$ cat config.mk
export PLATFORM = sky130hd
export DESIGN_NAME = demux2_stream_buf
export DESIGN_NICKNAME = d
export VERILOG_FILES = /design/src/rtl/demux2_stream_buf.sv
export SDC_FILE = /design/constraint.sdc
export NUM_CORES = 1
export LEC_CHECK = 0
export BUFFER_PORTS_ARGS = -buffer_cell sky130_fd_sc_hd__buf_4
export CAP_MARGIN = 5
export CELL_PAD_IN_SITES_DETAIL_PLACEMENT = 1
export CELL_PAD_IN_SITES_GLOBAL_PLACEMENT = 2
export CORE_MARGIN = 5
export CORE_UTILIZATION = 42
export CTS_CLUSTER_DIAMETER = 150
export DETAILED_ROUTE_END_ITERATION = 16
export PLACE_DENSITY = 0.89
export RECOVER_POWER = 100
export SYNTH_ARGS = -nofsm -noshare
export SYNTH_HDL_FRONTEND = slang
export SYNTH_SLANG_ARGS = --single-unit
$ cat constraint.sdc
create_clock -name clk -period 8.1 [get_ports clk]
set_input_delay 0.405 -clock clk [delete_from_list [all_inputs] [get_ports clk]]
set_output_delay 0.405 -clock clk [all_outputs]
set_load 0.01 [all_outputs]
$ cat src/rtl/demux2_stream_buf.sv
`default_nettype none
//==============================================================================
// Module   : demux2_stream_buf
// Purpose  : Steers a single valid/ready message stream into one of two
//            buffered output streams, chosen per message by in_sel. Each
//            output owns a 2-entry FIFO, so a stalled consumer on one side
//            never blocks traffic heading for the other side.
// Ports    : clk, rst           - clock, asynchronous active-high reset
//            in_val/in_rdy      - input handshake (in_rdy reflects the queue
//                                 addressed by in_sel)
//            in_sel, in_msg     - destination select and payload
//            outN_val/outN_rdy  - output handshakes (N = 0, 1)
//            outN_msg           - head entry of queue N
//            outN_count         - occupancy of queue N (0..2)
// Revision : 1.0 - initial release
//==============================================================================
module demux2_stream_buf #(
    parameter int NBITS = 32
) (
    input  logic             clk,
    input  logic             rst,
    input  logic             in_val,
    output logic             in_rdy,
    input  logic             in_sel,
    input  logic [NBITS-1:0] in_msg,
    output logic             out0_val,
    input  logic             out0_rdy,
    output logic [NBITS-1:0] out0_msg,
    output logic             out1_val,
    input  logic             out1_rdy,
    output logic [NBITS-1:0] out1_msg,
    output logic [1:0]       out0_count,
    output logic [1:0]       out1_count
);

    localparam logic [1:0] c_FULL  = 2'd2;
    localparam logic [1:0] c_EMPTY = 2'd0;

    logic [1:0]             w_enq;
    logic [1:0]             w_deq;
    logic [1:0]             w_out_rdy;
    logic [1:0][1:0]        w_count;
    logic [1:0][NBITS-1:0]  w_head;

    assign w_out_rdy = {out1_rdy, out0_rdy};

    // Ready looks only at the addressed queue's occupancy. Output ready is
    // deliberately excluded: a full queue refuses an enqueue even in a cycle
    // where it also dequeues, which keeps in_rdy free of consumer paths.
    assign in_rdy = in_sel ? (w_count[1] != c_FULL) : (w_count[0] != c_FULL);

    assign w_enq[0] = in_val & ~in_sel & in_rdy;
    assign w_enq[1] = in_val &  in_sel & in_rdy;

    for (genvar q = 0; q < 2; q++) begin : g_queue
        logic [NBITS-1:0] r_mem [2];
        logic             r_wp;
        logic             r_rp;
        logic [1:0]       r_count;

        assign w_deq[q] = (r_count != c_EMPTY) & w_out_rdy[q];

        always_ff @(posedge clk or posedge rst) begin
            if (rst) begin
                // Storage is cleared too so the head output is never X.
                r_mem[0] <= '0;
                r_mem[1] <= '0;
                r_wp     <= 1'b0;
                r_rp     <= 1'b0;
                r_count  <= c_EMPTY;
            end else begin
                if (w_enq[q]) begin
                    r_mem[r_wp] <= in_msg;
                    r_wp        <= ~r_wp;
                end
                if (w_deq[q]) begin
                    r_rp <= ~r_rp;
                end
                // Enqueue and dequeue together leave the count unchanged.
                case ({w_enq[q], w_deq[q]})
                    2'b10:   r_count <= r_count + 2'd1;
                    2'b01:   r_count <= r_count - 2'd1;
                    default: r_count <= r_count;
                endcase
            end
        end

        assign w_head[q]  = r_mem[r_rp];
        assign w_count[q] = r_count;
    end

    assign out0_val   = (w_count[0] != c_EMPTY);
    assign out1_val   = (w_count[1] != c_EMPTY);
    assign out0_msg   = w_head[0];
    assign out1_msg   = w_head[1];
    assign out0_count = w_count[0];
    assign out1_count = w_count[1];

endmodule
`default_nettype wire

==> impl_metrics.env <==
export IMPL_synth_edf_count=0
export IMPL_clockBufferDepth=2
export IMPL_critPathSlowestCell="clkbuf_1"
export IMPL_syn_nets=420
export IMPL_final_hold_violation_count=0
export IMPL_die_h_um=129
export IMPL_final_layout_size_suffix_gt1_share_pct=50.6
export IMPL_status="complete, but fails checks"
export IMPL_rsz0062_at_grt="false"
export IMPL_p_leak_nw=3.11
export IMPL_nets=530
export IMPL_cp_top_family="buffers and inverters"
export IMPL_die_w_um=129
export IMPL_setup_tns_ns=0
export IMPL_vias=3499
export IMPL_drv_slew=219
export IMPL_clk_latency_ns=0.41
export IMPL_total_power_mw=3.25
export IMPL_max_freq_mhz=345
export IMPL_critical_path_class="reg2reg"
export IMPL_start_util_pct=42.8
export IMPL_fin_skew_ns=0.00612
export IMPL_ir_worst_vdd_uv=191
export IMPL_seq_area_frac_synth_pct=57.0
export IMPL_layout_min_cycle_time_ns=2.90
export IMPL_start_kind="flip-flop"
export IMPL_dp_hpwl_um=8650
export IMPL_seqCellArea_um2=3400
export IMPL_place_congestion=0.738
export IMPL_crit_fanout=32
export IMPL_synth_cells=380
export IMPL_synth_seq_cells=136
export IMPL_antenna_found_initial=0
export IMPL_place_ws_ns=5.97
export IMPL_viasPerCell=5.13
export IMPL_tightest_slew_ns=2.24
export IMPL_antenna_cells=0
export IMPL_wl_per_cell_um=19.4
export IMPL_relSlewSlack_pct=-50.5
export IMPL_cts_buffers=17
export IMPL_grt_pass1_vias=4114
export IMPL_layout_setup_ws_ns=5.20
export IMPL_grt_max_degree=87
export IMPL_hp_class="in2reg"
export IMPL_cp_required_ns=8.39
export IMPL_yosys_area_top_type="dfrtp_1"
export IMPL_placed_area_um2=6900
export IMPL_p_per_area_nw_per_um2=449
export IMPL_post_cts_resized=0
export IMPL_grt_pass1_wl_um=21800
export IMPL_ctsHoldBuffers=0
export IMPL_rows=43
export IMPL_core_area_um2=13900
export IMPL_clock_sinks=136
export IMPL_area_delta_synth_final_pct=21.1
export IMPL_fillerInstances=1385
export IMPL_crit_buf_inv=1
export IMPL_cp_cell_sequence="nand2b_1 > nand4_2 > clkbuf_1 > mux2_2"
export IMPL_final_cell_area_um2=7230
export IMPL_dieArea_um2=16700
export IMPL_grt_overflow=0
export IMPL_finalCritPeriodShare_pct=35.8
export IMPL_final_util_pct=51.9
export IMPL_maxCapViolCount=6
export IMPL_postRouteAntennaNets=0
export IMPL_multiInputGateArea_um2=2400
export IMPL_setup_viol=0
export IMPL_wirelength_um=13200
export IMPL_io_buffers=108
export IMPL_drcViolationCount=0
export IMPL_drt_iter0_drc=107
export IMPL_htreeDepth=4
export IMPL_synth_top_flop_cell="dfrtp_1"
export IMPL_ios=109
export IMPL_synth_warnings=0
export IMPL_grt_util_all_layers_pct=17.0
export IMPL_cts_root_buf="clkbuf_16"
export IMPL_synth_area_top_cells="dfrtp_1, mux2_2, buf_6"
export IMPL_cts_clk_slew_worst_paths_ns=0.05
export IMPL_syn_avg_cell_area_um2=15.7
export IMPL_endpoint_kind="flip-flop"
export IMPL_violations="capacitance limit, slew limit"
export IMPL_critPathArrivalTime_ns=3.18
export IMPL_yosysTopAreaCellShare_pct=57.0
export IMPL_ys_types=26
export IMPL_tritoncts="yes"
export IMPL_async_flop_share_pct=100
export IMPL_first_pass_iters=4
export IMPL_post_cts_buffers=0
export IMPL_syn_cell_area_um2=5970
export IMPL_cpPeakStageDelay_ns=1.54
flip-flops by register name, summed over array words and instances (netlist names):
| signal | flops |
|---|---|
| g_queue.r_mem | 128 |
| g_queue.r_wp | 2 |
| out1_count | 2 |
| out0_count | 2 |
| g_queue.r_rp | 2 |
synthesized netlist by cell type, types with 2 or more instances:
master	number
ha_1	2
mux2_1	4
nor2_1	3
xor2_1	4
mux2_2	187
or2_2	2
buf_6	6
clkbuf_1	2
dfrtp_1	136
buf_2	9
xnor2_1	6
buf_4	4
and2_1	2
final timing paths:
| kind | slack (ns) | from | cells after the start | to |
|---|---|---|---|---|
| worst min-delay path | 0.24 | in_msg[5] | 2 | g_queue[1].r_mem[5] |
| max in group asynchronous | 5.56 | rst | 3 | g_queue[1].r_mem[59] |
| worst max register to register | 5.20 | out1_count[0] | 4 | g_queue[1].r_mem[31] |
| worst min register to register | 0.50 | g_queue[1].r_mem[5] | 1 | g_queue[1].r_mem[5] |
| worst max-delay path | 5.20 | out1_count[0] | 4 | g_queue[1].r_mem[31] |
| min in group asynchronous | 0.60 | rst | 2 | g_queue[0].r_mem[55] |
power breakdown:
group          total [mW]  switching, mW  internal, mW
logic                1.24          0.533         0.711
clock network       0.725          0.264         0.461
registers            1.28          0.251          1.03
cell usage in the layout, fill, tap and decap left out:
master and count:
clkbuf_16 17, xor2_1 4, nand3b_1 1, clkbuf_8 5
clkbuf_1 61, nand2b_1 2, and2_0 2, or2_2 2
and4bb_1 1, a21oi_1 1, mux2_4 1, nand2_1 1
nand3_1 1, nor2b_1 1, nand4_2 1, buf_4 57
clkinvlp_2 1, clkbuf_4 1, clkinv_2 1, dfrtp_1 136
xnor2_1 6, mux2_2 166, nor2_1 3, mux2_1 25
nor3_4 1, bufinv_16 1, ha_1 2, nand4b_1 1
layer usage:
metal  up-vias  GRT usage [%]  wire [um]
met5         -              0          0
met4         0           5.74        141
met3        10           4.29        577
met2        74           29.9       6960
met1      1836           20.4       5570
li1       1579              -          -
through the flow:
stage / std cells / hold WS, ns
floorplan: 380 / 0.454
global placement: 651 / 0.461
detailed placement: 651 / 0.473
CTS: 682 / 0.0320
global route: 682 / 0.230
finish: 682 / 0.236
kinds of logic (layout without fill, tap and decap cells):
group           count (synthesis)  in the layout  share of synthesized area [%]
flops                         136            136                           57.0
mux                           192            192                           36.3
compound gates                  1              1                         0.0838
fa+ha+maj                       2              2                          0.419
buf+inv                        22            144                           2.58
xor+xnor                       10             10                           1.47
simple gates                   17             17                           2.16
final cells by class:
type | count | share of cell area (%)
Inverter | 1 | 0.0692
Multi-Input combinational cell | 222 | 33.3
Clock inverter | 2 | 0.484
Sequential cell | 136 | 47.1
Tap cell | 180 | 3.11
Clock buffer | 29 | 7.20
Timing Repair Buffer | 112 | 8.82
worst reg2reg max path, cell delays in order (launching register included):
cell and delay (ns):
dfrtp_1 0.45, nand2b_1 0.21, nand4_2 0.10, clkbuf_1 1.54, mux2_2 0.48
Note: power is estimated with default switching activity, not from simulation.
